**config.mk**
```make
export PLATFORM = sky130hd
export DESIGN_NAME = mem_stage
export DESIGN_NICKNAME = d
export VERILOG_FILES = /design/src/rtl/mem_stage.sv
export SDC_FILE = /design/constraint.sdc
export NUM_CORES = 1
export LEC_CHECK = 0
export BUFFER_PORTS_ARGS = -buffer_cell sky130_fd_sc_hd__buf_2
export CORE_MARGIN = 10
export CORE_UTILIZATION = 25
export CTS_CLUSTER_DIAMETER = 200
export DETAILED_ROUTE_END_ITERATION = 8
export HOLD_SLACK_MARGIN = 0.1
export PLACE_DENSITY = 0.55
export SYNTH_ARGS = -nofsm -noshare
export SYNTH_HDL_FRONTEND = slang
export SYNTH_SLANG_ARGS = --single-unit
```
**constraint.sdc**
```tcl
create_clock -name clk -period 4.75 [get_ports clk]
set_input_delay 0.7125 -clock clk [delete_from_list [all_inputs] [get_ports clk]]
set_output_delay 0.7125 -clock clk [all_outputs]
set_load 0.03 [all_outputs]
```
**src/rtl/mem_stage.sv**
```systemverilog
// mem_stage: memory-access pipeline stage between execute and write-back.
// Waits for the in-order data-SRAM response, extends load data, exports the
// forwarding/stall bundle and drops responses that belong to flushed requests.
module mem_stage (
    input  logic        clk,
    input  logic        resetn,
    input  logic        es_to_ms_valid,
    output logic        ms_allowin,
    input  logic [31:0] es_pc,
    input  logic [38:0] es_rf_collect,
    input  logic [4:0]  es_ld_op,
    input  logic [6:0]  es_except,
    input  logic        es_mem_req,
    input  logic        es_cancel_req,
    input  logic        data_sram_data_ok,
    input  logic [31:0] data_sram_rdata,
    input  logic        except_flush,
    input  logic        ws_allowin,
    output logic        ms_to_ws_valid,
    output logic [31:0] ms_pc,
    output logic [37:0] ms_to_ws_bus,
    output logic [38:0] ms_rf_collect,
    output logic [6:0]  ms_except
);

    localparam int unsigned XLEN         = 32;
    localparam int unsigned COLLECT_W    = 39;
    localparam int unsigned RES_FROM_MEM = 38;
    localparam int unsigned RF_WE        = 37;
    localparam int unsigned LD_W_BIT     = 4;
    localparam int unsigned LD_H_BIT     = 3;
    localparam int unsigned LD_HU_BIT    = 2;
    localparam int unsigned LD_B_BIT     = 1;
    localparam int unsigned LD_BU_BIT    = 0;

    logic                 ms_valid;
    logic [COLLECT_W-1:0] rf_collect_r;
    logic [4:0]           ld_op_r;
    logic [6:0]           except_r;
    logic                 need_data;
    logic                 got_data;
    logic [XLEN-1:0]      rbuf;
    logic [1:0]           drop_cnt;
    logic [1:0]           drop_cnt_next;

    logic                 data_use;
    logic                 ms_ready_go;
    logic                 handoff;
    logic                 rf_we_eff;
    logic                 ms_wait_load;
    logic [XLEN-1:0]      result;
    logic [1:0]           offset;
    logic [XLEN-1:0]      load_word;
    logic [7:0]           ld_byte;
    logic [15:0]          ld_half;
    logic [XLEN-1:0]      load_data;
    logic [XLEN-1:0]      final_result;

    // A response only counts as data when no dropped response is still owed
    assign data_use       = data_sram_data_ok & (drop_cnt == 2'd0);
    assign ms_ready_go    = ~need_data | got_data | data_use;
    assign ms_to_ws_valid = ms_valid & ms_ready_go;
    assign ms_allowin     = ~ms_valid | (ms_ready_go & ws_allowin);
    assign handoff        = ms_to_ws_valid & ws_allowin;

    assign result    = rf_collect_r[XLEN-1:0];
    assign offset    = result[1:0];
    assign load_word = got_data ? rbuf : data_sram_rdata;
    assign ld_byte   = load_word[{offset, 3'b000} +: 8];
    assign ld_half   = offset[1] ? load_word[31:16] : load_word[15:0];

    // Load alignment and sign/zero extension
    always_comb begin
        load_data = load_word;
        if (ld_op_r[LD_W_BIT]) begin
            load_data = load_word;
        end else if (ld_op_r[LD_H_BIT]) begin
            load_data = {{16{ld_half[15]}}, ld_half};
        end else if (ld_op_r[LD_HU_BIT]) begin
            load_data = {16'd0, ld_half};
        end else if (ld_op_r[LD_B_BIT]) begin
            load_data = {{24{ld_byte[7]}}, ld_byte};
        end else if (ld_op_r[LD_BU_BIT]) begin
            load_data = {24'd0, ld_byte};
        end
    end

    assign final_result = rf_collect_r[RES_FROM_MEM] ? load_data : result;
    assign rf_we_eff    = rf_collect_r[RF_WE] & ~(|except_r);
    assign ms_wait_load = ms_valid & rf_collect_r[RES_FROM_MEM] & ~ms_ready_go;

    assign ms_to_ws_bus  = {rf_we_eff, rf_collect_r[36:32], final_result};
    assign ms_rf_collect = {ms_wait_load, rf_we_eff & ms_valid, rf_collect_r[36:32], final_result};
    assign ms_except     = ms_valid ? except_r : 7'd0;

    // Count responses still owed to requests killed by a flush (saturating)
    always_comb begin
        logic       dec;
        logic [1:0] inc;
        logic [2:0] sum;
        dec = data_sram_data_ok & (drop_cnt != 2'd0);
        inc = 2'd0;
        if (except_flush) begin
            inc = 2'(ms_valid & need_data & ~got_data & ~data_use) + 2'(es_cancel_req);
        end
        sum = 3'(drop_cnt) - 3'(dec) + 3'(inc);
        drop_cnt_next = (sum > 3'd3) ? 2'd3 : sum[1:0];
    end

    // Valid bit and payload capture from execute
    always_ff @(posedge clk) begin
        if (!resetn) begin
            ms_valid     <= 1'b0;
            ms_pc        <= '0;
            rf_collect_r <= '0;
            ld_op_r      <= '0;
            except_r     <= '0;
            need_data    <= 1'b0;
        end else begin
            if (except_flush) begin
                ms_valid <= 1'b0;
            end else if (ms_allowin) begin
                ms_valid <= es_to_ms_valid;
            end
            if (es_to_ms_valid & ms_allowin & ~except_flush) begin
                ms_pc        <= es_pc;
                rf_collect_r <= es_rf_collect;
                ld_op_r      <= es_ld_op;
                except_r     <= es_except;
                need_data    <= es_mem_req & ~(|es_except);
            end
        end
    end

    // Hold an early response until write-back takes the instruction
    always_ff @(posedge clk) begin
        if (!resetn) begin
            got_data <= 1'b0;
            rbuf     <= '0;
        end else if (except_flush | handoff) begin
            got_data <= 1'b0;
            rbuf     <= '0;
        end else if (ms_valid & need_data & data_use & ~got_data) begin
            got_data <= 1'b1;
            rbuf     <= data_sram_rdata;
        end
    end

    // Drop counter register
    always_ff @(posedge clk) begin
        if (!resetn) begin
            drop_cnt <= 2'd0;
        end else begin
            drop_cnt <= drop_cnt_next;
        end
    end

endmodule

```
==> impl_metrics.ini <==
[cells_and_area]
final_common_cell = nand2_1
drive_gt1_frac = 0.2997
postLayoutCellArea_mm2 = 0.007885
fin_util = 0.3223
nets = 1116
area_delta_synth_final_pct = 25.91
final_cell_mix = nand2_1, buf_2, a21oi_1, dfxtp_1, mux2i_1
num-fill-cells = 2649

[route]
drt_pass1_iterations = 5
wire_per_inst_um = 17.46
wirelength_um = 23250
postRouteAntennaNets = 0
drt_iter0_drc = 325
vias = 6327
via_per_inst = 4.750
drc = 0

[setup_path]
required_ns = 4.04
cp-start-kind = register
path_class = register to output pin
rr_endpoint = drop_cnt[1]$_SDFF_PN0_
end_kind = output pin
cp.arrival_ns = 3.18
cp-endpoint = ms_rf_collect[6]
critPathLaunch = rf_collect_r[38]$_SDFFE_PN0P_
r2r_slack_ns = 1.56
cp_max_fo = 69
r2r_start = got_data$_SDFFE_PP0P_
worst_r2r_path_depth = 13

[pwr]
power.internal_uw = 1951
p_seq_frac = 0.382
switching_share = 0.3148
p_clk_frac = 0.429
p_per_area_mw_per_mm2 = 361.2
leakagePower_uw = 0.003259
pwr-share-comb = 0.188
power.switching_uw = 896.6
vdd_drop_max_mv = 0.2139

[logic_synthesis]
synth-seq-cells = 120
ys_warn_count = 0
netlist_area_mm2 = 0.006262
synthCells = 828
async_flop_share = 0
synth_cell_types = 54
avgSynthCellArea_um2 = 7.563
synth_nets = 956
yosysSeqAreaShare = 0.3836
ys.flop_type = dfxtp_1
yosys.area.top_type = dfxtp_1
synth-edff-count = 0
synth.area.top_cells = dfxtp_1, nand2_1, a21oi_1
yosysTopAreaCellShare = 0.3836

[grt]
grt_pass1_vias = 6194
grt_antenna_before_repair = 13
grt_max_degree = 85
gr-usage-all-layers = 0.1427
grt.overflow.total = 0
grt_pass1_wl_um = 35550

[sta]
finalCritPeriodShare = 0.8190
fin_tns_setup_ns = 0
skew_ns = 0.008938
max_freq_mhz = 257.1
setup_viol = 0
slew_violations = 0
hold_viol_final = 0
finalCriticalPeriod_ns = 3.890
maxSlewHeadroom = 0.2266
worstMarginPinSlew_ns = 1.160
rsz0062_at_grt = false

[clocking]
clk-insertion-delay-late_ns = 0.42
cts_hold_buf = 0
cts.clk_slew.worst_paths_ns = 0.06
cts_setup_buffers = 0
cts_buffers = 17
clock-root-buffer = clkbuf_16
cts_tree = yes
cts_sinks = 120
clockBufferDepth = 2
htree_levels = 4
cts_resized = 0

[die]
dieArea_mm2 = 0.03178
rows = 57
pin_count = 241
dieHeight_um = 178.3
die_w_um = 178.3
start_util = 0.2560
coreArea_mm2 = 0.02446

[place]
gp_congestion = 0.8812
dp_hpwl_um = 17480
portBuffers = 240
postPlaceCellArea_mm2 = 0.007311

[job]
cap_violations = 0

[outcome]
status = complete, no violations

[hold_path]
hold_class = register to register
worst min path at each step:
stage                                   from                       endpoint  slack [ns]  cells after the start
2_1_floorplan  rf_collect_r[37]$_SDFFE_PN0P_  rf_collect_r[37]$_SDFFE_PN0P_        0.43                      2
3_3_place_gp           rbuf[17]$_SDFFE_PP0P_          rbuf[17]$_SDFFE_PP0P_        0.44                      2
3_5_place_dp           rbuf[19]$_SDFFE_PP0P_          rbuf[19]$_SDFFE_PP0P_        0.44                      2
4_1_cts                rbuf[19]$_SDFFE_PP0P_          rbuf[19]$_SDFFE_PP0P_        0.45                      2
5_1_grt               ms_pc[23]$_SDFFE_PN0P_         ms_pc[23]$_SDFFE_PN0P_        0.47                      2
6_report        rf_collect_r[8]$_SDFFE_PN0P_   rf_collect_r[8]$_SDFFE_PN0P_        0.45                      2
kinds of logic after synthesis:
logic type,synth area share
and+or+nand+nor,0.2214
AOI/OAI and AO/OA,0.2098
DFF,0.3836
buffers and inverters,0.1045
muxes,0.06813
adders and majority gates,0.01119
xor gates and xnor gates,0.001399
through the flow:
stage,instances,setup slack [ns],hold slack (ns),total power [uW]
2_1_floorplan,828,1.469,0.4324,1495
3_3_place_gp,1293,1.384,0.4376,1646
3_5_place_dp,1293,1.380,0.4432,1651
4_1_cts,1325,0.9201,0.4517,2894
5_1_grt,1325,0.7223,0.4654,2994
6_report,1332,0.8598,0.4508,2848
Yosys cell counts, types with 2 or more instances:
| master | instances |
|---|---|
| buf_4 | 53 |
| o221ai_1 | 3 |
| nor2b_1 | 5 |
| o21ai_0 | 25 |
| and2_1 | 9 |
| or2_2 | 2 |
| nor3_1 | 4 |
| buf_2 | 19 |
| clkbuf_1 | 28 |
| nand3_1 | 18 |
| a21o_1 | 4 |
| o2bb2ai_1 | 5 |
| nand2_1 | 247 |
| a211o_1 | 2 |
| buf_1 | 7 |
| o21a_1 | 17 |
| mux4_2 | 2 |
| a31oi_1 | 16 |
| a21oi_1 | 118 |
| ha_1 | 4 |
| a221oi_1 | 7 |
| mux2i_1 | 28 |
| or3_1 | 2 |
| nor2_1 | 22 |
| inv_1 | 7 |
| and3_1 | 7 |
| o21ba_2 | 2 |
| mux2_2 | 9 |
| nand2b_1 | 5 |
| o211ai_1 | 2 |
| a22o_1 | 4 |
| o22ai_1 | 2 |
| dfxtp_1 | 120 |
| nor4_1 | 3 |
layout make-up:
cell class	count	area, um2	share of cell area
Multi-Input combinational cell	593	3209	0.4070
Sequential cell	120	2405	0.3050
Timing Repair Buffer	248	1261	0.1599
Clock buffer	18	429.2	0.05443
Tap cell	324	405.4	0.05141
Clock inverter	14	127.6	0.01619
Inverter	8	30.03	0.003808
Antenna cell	7	17.52	0.002222
registers in the layout, summed over array words and instances (netlist names):
name	count
rf_collect_r	39
ms_pc	32
rbuf	32
except_r	7
ld_op_r	5
drop_cnt	2
got_data	1
ms_valid	1
need_data	1
worst max-delay path: stages (launching register included):
cell and delay (ns):
dfxtp_2 1.02, inv_1 0.46, a2111oi_0 0.83, a211o_1 0.22
buf_2 0.21
routing by layer:
metal	vias to the layer above	track usage	part of all wire
li1	3115	-	-
met1	2900	0.1752	0.42
met2	257	0.2156	0.45
met3	43	0.06364	0.10
met4	12	0.05305	0.025
met5	-	0	0.0033
power groups by stage:
stage          registers (uW)  clock network, uW  logic (uW)
3_5_place_dp             1110                  0         540
2_1_floorplan            1120                  0         378
5_1_grt                  1100               1310         589
4_1_cts                  1090               1260         542
6_report                 1090               1220         536
3_3_place_gp             1110                  0         537
Note: power is estimated with default switching activity, not from simulation.
